File: config.mk
export PLATFORM = sky130hd
export DESIGN_NAME = if_stage_sram
export DESIGN_NICKNAME = d
export VERILOG_FILES = /design/src/rtl/if_stage_sram.sv
export SDC_FILE = /design/constraint.sdc
export NUM_CORES = 1
export LEC_CHECK = 0
export CAP_MARGIN = 20
export CORE_UTILIZATION = 40
export DETAILED_ROUTE_END_ITERATION = 7
export GPL_ROUTABILITY_DRIVEN = 0
export PLACE_DENSITY = 0.76
export SLEW_MARGIN = 20
export SYNTH_ARGS = -nofsm -noshare
export SYNTH_HDL_FRONTEND = slang
export SYNTH_SLANG_ARGS = --single-unit
File: constraint.sdc
create_clock -name clk -period 2.3 [get_ports clk]
set_input_delay 0.345 -clock clk [delete_from_list [all_inputs] [get_ports clk]]
set_output_delay 0.345 -clock clk [all_outputs]
set_load 0.02 [all_outputs]
File: src/rtl/if_stage_sram.sv
// if_stage_sram: LoongArch instruction-fetch stage driving an SRAM-like instruction port.
//   clk                 rising-edge clock
//   reset               asynchronous, active-low reset
//   ds_allowin          decode can accept the presented instruction this cycle
//   br_bus[32:0]        {br_taken, br_target} from decode (combinational)
//   fs_to_ds_valid      fs_to_ds_bus carries a valid instruction
//   fs_to_ds_bus[63:0]  {inst, pc}
//   inst_sram_*         SRAM-like port: req/addr/addr_ok request phase, data_ok/rdata response
//   Optional (FS_PERF_CNT_EN): fs_fetch_cnt, fs_cancel_cnt handoff / dropped-instruction counters
module if_stage_sram #(
  parameter logic [31:0] RESET_PC = 32'h1c000000
) (
  input  logic        clk,
  input  logic        reset,
  input  logic        ds_allowin,
  input  logic [32:0] br_bus,
  output logic        fs_to_ds_valid,
  output logic [63:0] fs_to_ds_bus,
  output logic        inst_sram_req,
  output logic        inst_sram_wr,
  output logic [1:0]  inst_sram_size,
  output logic [3:0]  inst_sram_wstrb,
  output logic [31:0] inst_sram_wdata,
  output logic [31:0] inst_sram_addr,
  input  logic        inst_sram_addr_ok,
  input  logic        inst_sram_data_ok,
  input  logic [31:0] inst_sram_rdata
`ifdef FS_PERF_CNT_EN
  ,
  output logic [31:0] fs_fetch_cnt,
  output logic [31:0] fs_cancel_cnt
`endif
);
  typedef enum logic [1:0] {S_REQ, S_WAIT, S_VALID} state_t;
  state_t      state, state_nx;
  logic [31:0] pc_req, pc_nx, inst_buf, buf_nx, fs_pc, fs_pc_nx;
  logic        cancel, cancel_nx;
  wire         br_taken  = br_bus[32];
  wire  [31:0] br_target = br_bus[31:0];
  // reset gates req so nothing is issued while the stage is held in reset
  assign inst_sram_req   = reset & (state == S_REQ) & ~br_taken;
  assign inst_sram_addr  = pc_req;
  assign inst_sram_wr    = 1'b0;
  assign inst_sram_size  = 2'd2;
  assign inst_sram_wstrb = 4'd0;
  assign inst_sram_wdata = 32'd0;
  assign fs_to_ds_valid  = (state == S_VALID) & ~br_taken;
  assign fs_to_ds_bus    = {inst_buf, fs_pc};
  always_ff @(posedge clk or negedge reset) begin
    if (!reset) begin
      state    <= S_REQ;
      pc_req   <= RESET_PC;
      cancel   <= 1'b0;
      inst_buf <= 32'd0;
      fs_pc    <= 32'd0;
    end else begin
      state    <= state_nx;
      pc_req   <= pc_nx;
      cancel   <= cancel_nx;
      inst_buf <= buf_nx;
      fs_pc    <= fs_pc_nx;
    end
  end
  always_comb begin
    state_nx  = state;
    pc_nx     = pc_req;
    cancel_nx = cancel;
    buf_nx    = inst_buf;
    fs_pc_nx  = fs_pc;
    case (state)
      S_REQ: begin
        if (br_taken) pc_nx = br_target;
        else if (inst_sram_addr_ok) begin
          fs_pc_nx = pc_req;
          state_nx = S_WAIT;
        end
      end
      S_WAIT: begin
        if (br_taken) pc_nx = br_target;
        // a redirect while the word is in flight marks it wrong-path; it is dropped on arrival
        if (inst_sram_data_ok) begin
          if (cancel | br_taken) begin
            cancel_nx = 1'b0;
            state_nx  = S_REQ;
          end else begin
            buf_nx   = inst_sram_rdata;
            state_nx = S_VALID;
          end
        end else if (br_taken) cancel_nx = 1'b1;
      end
      S_VALID: begin
        if (br_taken) begin
          pc_nx    = br_target;
          state_nx = S_REQ;
        end else if (ds_allowin) begin
          pc_nx    = fs_pc + 32'd4;
          state_nx = S_REQ;
        end
      end
      default: state_nx = S_REQ;
    endcase
  end
`ifdef FS_PERF_CNT_EN
  wire handoff = fs_to_ds_valid & ds_allowin;
  wire drop    = ((state == S_WAIT) & inst_sram_data_ok & (cancel | br_taken)) |
                 ((state == S_VALID) & br_taken);
  always_ff @(posedge clk or negedge reset) begin
    if (!reset) begin
      fs_fetch_cnt  <= 32'd0;
      fs_cancel_cnt <= 32'd0;
    end else begin
      fs_fetch_cnt  <= fs_fetch_cnt + {31'd0, handoff};
      fs_cancel_cnt <= fs_cancel_cnt + {31'd0, drop};
    end
  end
`endif
endmodule

### Word-level counts from Yosys, hierarchy flattened

Index checks and enable logic that the tools add are counted.

| operators by class | value |
|---|---|
| add/subtract/negate cells | 1 |
| eq/ne operators | 8 |
| mux-type cells | 14 |
| bitwise gates (word level) | 6 |
| reduce and logical (&&, ||, !) cells | 9 |

Operators with widths:

| cell | number |
|---|---|
| 2-to-1 mux 32 bit | 3 |
| case mux 32 bit (2 select lines) | 1 |
| adder 32 x 3 -> 32 bit (second input constant) | 1 |
| 2-to-1 mux 2 bit | 6 |
| AND reduction 3 bit | 4 |
| inequality test 2 bit (second input constant) | 3 |
| case mux 2 bit (3 select lines) | 1 |
| inequality test 2 x 1 -> 1 bit (second input constant) | 2 |
| AND reduction 4 bit | 1 |
| nonzero test 2 bit | 2 |
| AND 1 bit | 3 |
| 2-to-1 mux 1 bit | 3 |
| inequality test 3 bit (second input constant) | 1 |
| == test 2 x 1 -> 1 bit (second input constant) | 1 |
| == test 2 bit (second input constant) | 1 |
| logical NOT 2 bit | 1 |
| NOT 1 bit | 2 |
| OR reduction 2 bit | 1 |
| OR 1 bit | 1 |

| word-level totals | value |
|---|---|
| bits in registers | 99 |
| input port bits | 70 |
| output and inout bits | 137 |
| word-level logic and storage cells | 43 |

### Longest topological paths before layout

| logic depth | value |
|---|---|
| depth after elaboration | 4 |
| mapped depth | 6 |

### Worst setup path before layout

No wires, ideal clock.

| path | value |
|---|---|
| path kind | register -> register |
| start point | reg fs_pc[2] |
| end point | reg pc_req[30] (netlist: inst_sram_addr[30]) |
| setup time | 136 ps |
| arrival time | 1761 ps |
| required time | 2164 ps |
| slack | 403 ps |
| cell stages (with the launch flop) | 7 |
| cells stage by stage | dfrtp_1 -> ha_1 -> nand2_1 -> nor4_4 -> nand4_1 -> xor2_1 -> o22ai_2 |

| between the ends | value |
|---|---|
| cells in the longest elaborated chain, start to end | 4 |

Ends and longest elaborated chain:

| element | RTL line | source |
|---|---|---|
| start: declaration | 36 | `logic [31:0] pc_req, pc_nx, inst_buf, buf_nx, fs_pc, fs_pc_nx;` |
| start signal: assignment | 61 | `fs_pc <= fs_pc_nx;` |
| adder 32 x 3 -> 32 bit | 96 | `pc_nx = fs_pc + 32'd4;` |
| 2-to-1 mux 32 bit | 95 | `end else if (ds_allowin) begin` |
| 2-to-1 mux 32 bit | 92 | `if (br_taken) begin` |
| case mux 32 bit (2 select lines) | 70 | `case (state)` |
| end signal: assignment | 58 | `pc_req <= pc_nx;` |
| end: declaration | 36 |  |

No other way between the ends. The select of a mux whose other input is x is not followed.
A chain may end at the register's enable or synchronous reset.

### Final worst setup path

| path | value |
|---|---|
| start point | in br_bus[32] |
| end point | out inst_sram_req |

| between the ends | value |
|---|---|
| cells in the longest elaborated chain, start to end | 2 |

Ends and longest elaborated chain:

| element | RTL line | source |
|---|---|---|
| start: declaration | 16 | `input logic [32:0] br_bus,` |
| NOT 1 bit (no line) | -- |  |
| AND 1 bit | 41 | `assign inst_sram_req = reset & (state == S_REQ) & ~br_taken;` |
| end: declaration | 19 | `output logic inst_sram_req,` |

No other way between the ends.

==> results.yml <==
sta:
  slew_viol_final: 0
  setup_viol: 0
  slew_headroom_pct: 41.72
  clock_skew_ns: 0.007775
  rsz0062_at_grt: "no"
  final-hold-violation-count: 0
  min_period_over_period_pct: 94.23
  fmax_mhz: 461.4
  worst_slew_pin_slew_ns: 0.8742
  fin_crit_ns: 2.167
  tns_ns: 0
finish:
  final_cells: 750
  mostFrequentLayoutCell: "clkdlybuf4s50_1"
  n_antenna_cell: 0
  final_cell_mix: "clkdlybuf4s50_1, dfrtp_1, mux2_2"
  nFillCells: 981
  area_growth_pct: 42.89
  nets: 673
  drive_above_1_share_pct: 18.12
  post-route-util_pct: 59.36
cts:
  cts_root_buf: "clkbuf_16"
  cts.path.max_buffers: 2
  cts-buffers-inserted: 9
  cts_setup_buffers: 0
  h-tree-depth: 3
  clkSinkCount: 99
  worstSkewPairLatency_ns: 0.33
  clk_pin_slew_ns: 0.07
  cts_hold_repair.buffers: 0
  cts_tree: "built"
  cts.repair.resized: 0
global_routing:
  grt_pass1_vias: 3844
  grt_use_total_pct: 20.44
  globalRoute.totalOverflow: 0
  gr-usage-met2_pct: 35.00
  use_met1_pct: 26.61
  grt_pass1_wl_mm: 20.11
  use_met3_pct: 3.266
  grt_max_degree: 68
  antenna_found_initial: 0
  top_usage_layer: "met2"
power_and_ir_drop:
  vdd_drop_max_uv: 661.0
  pwr-share-clk_pct: 20.8
  leakage_nw: 2.812
  power.internal_mw: 4.735
  comb_power_share_pct: 40.7
  switching_power_mw: 2.630
  power_density_mw_per_mm2: 1073
  power_mw: 7.365
  swShare_pct: 35.71
  seqPwrFrac_pct: 38.5
hold_path:
  hold_class: "in2async"
die:
  start_util_pct: 41.54
  num_io_pins: 207
  std_cell_rows: 39
  die_y_um: 111.6
  die-area_mm2: 0.01245
  coreArea_mm2: 0.01156
  die_w_um: 111.6
synthesis:
  ys_seq_area_share_pct: 51.64
  synth_edf_count: 0
  synth_cell_types: 37
  dominantRegCellSynth: "dfrtp_1"
  async_reset_ff_share_pct: 100.0
  ys_seq_elements: 99
  synth_cells: 430
  netlist_area_mm2: 0.004805
  yosysWarnings: 0
  synth.avg_cell_area_um2: 11.17
route:
  vias: 3779
  wl_mm: 12.32
  vias_per_cell: 5.039
  wl_per_cell_um: 16.42
  drt_first_iter_violations: 189
  drcViolationCount: 32
  antenna_left: 0
  firstDrtPassIters: 8
flow_run:
  maxCapViolations: 0
placement:
  dp.cells: 734
  dpl.hpwl_mm: 8.668
  port_buffers: 167
critical_path:
  start_kind: "input port"
  crit_type: "in2out"
  required_ns: 1.96
  worstSetupEndpointType: "primary output"
  crit_fanout: 3
  cp.arrival_ns: 1.82
status:
  status: "finished with violations"
  violations: "design-rule violations"
==> Yosys cell counts, types with 2 or more instances <==
| cell type | instances | share of area (%) |
|---|---|---|
| dfrtp_1 | 96 | 50 |
| mux2_2 | 64 | 15 |
| buf_4 | 40 | 6.3 |
| nand2_1 | 32 | 2.5 |
| nor2_1 | 28 | 2.2 |
| nand3_1 | 27 | 2.8 |
| a21oi_1 | 22 | 2.3 |
| xor2_1 | 19 | 3.5 |
| o21ai_0 | 15 | 1.6 |
| clkbuf_1 | 13 | 1.0 |
| o22ai_1 | 12 | 1.6 |
| xnor2_1 | 7 | 1.3 |
| buf_2 | 6 | 0.63 |
| nand4_1 | 6 | 0.78 |
| o211ai_1 | 6 | 0.94 |
| nor3_1 | 5 | 0.52 |
| and2_1 | 4 | 0.52 |
| a31oi_1 | 3 | 0.39 |
| dfstp_2 | 3 | 1.6 |
| a21o_1 | 2 | 0.31 |
| conb_1 | 2 | 0.16 |
| nor4_4 | 2 | 0.89 |
| o21bai_1 | 2 | 0.31 |
==> kinds of logic (layout without fill, tap and decap cells) <==
family / after synthesis / in the layout / synth area share [%]
multiplexers: 64 / 64 / 15.00
buffers and inverters: 60 / 200 / 7.969
flip-flops: 99 / 99 / 51.64
AO/OA/AOI/OAI: 65 / 65 / 8.073
AND/OR/NAND/NOR: 113 / 113 / 12.16
XOR/XNOR: 26 / 26 / 4.740
adder cells (fa/ha/maj): 1 / 1 / 0.2604
other: 2 / 39 / 0.1563
==> area by class of cell <==
class | count | area, um2 | share of cell area (%)
Sequential cell | 99 | 2481 | 36.14
Inverter | 1 | 3.754 | 0.05467
Timing Repair Buffer | 183 | 1814 | 26.43
Multi-Input combinational cell | 308 | 2085 | 30.36
Clock inverter | 6 | 73.82 | 1.075
Tap cell | 143 | 178.9 | 2.606
Clock buffer | 10 | 229.0 | 3.335
==> metal layers <==
metal,share of wire (%),vias to the layer above
li1,-,1764
met3,5.0,12
met2,50,137
met5,0,-
met1,43,1866
met4,1.2,0
==> final timing paths <==
path / start / to / slack [ns] / depth (start not counted)
worst max-delay path: br_bus[32] / inst_sram_req / 0.13 / 4
worst min-delay path: reset / inst_buf[17] / 0.03 / 2
worst max register to register: fs_pc[2] / inst_sram_addr[30] / 0.40 / 7
worst min register to register: inst_sram_addr[6] / inst_sram_addr[6] / 0.50 / 2
max in group asynchronous: reset / fs_pc[2] / 1.03 / 3
min in group clk: inst_sram_addr[6] / inst_sram_addr[6] / 0.50 / 2
==> registers in the layout, summed over array words and instances, names as in the netlist <==
name            cells
cancel              1
fs_pc              32
inst_buf           32
inst_sram_addr     32
state               2
==> power by group through the flow <==
stage                     clock (mW)  sequential (mW)  combinational [mW]
after floorplan                    0             3.44               0.929
after global placement             0             2.82                2.97
after detailed placement           0             2.87                3.02
after CTS                       1.57             2.84                3.03
after global routing            1.64             2.93                3.16
final                           1.53             2.84                3.00
==> worst max-delay path, cell delays in order <==
cell and delay, ns:
clkdlybuf4s50_1 0.47, nor3_1 0.25, and2_1 0.16, clkdlybuf4s50_1 0.60
==> metrics by stage <==
step | instance area (um2) | hold slack [ns] | setup WS, ns
after global routing | 6865 | 0.07222 | 0.05081
after CTS | 6865 | 0.04635 | 0.1366
after global placement | 6563 | 0.4062 | 0.1944
after floorplan | 4943 | 0.04941 | 0.4034
after detailed placement | 6563 | 0.4067 | 0.1490
final | 6865 | 0.03490 | 0.1328
Power figures use the tool's default switching activity.
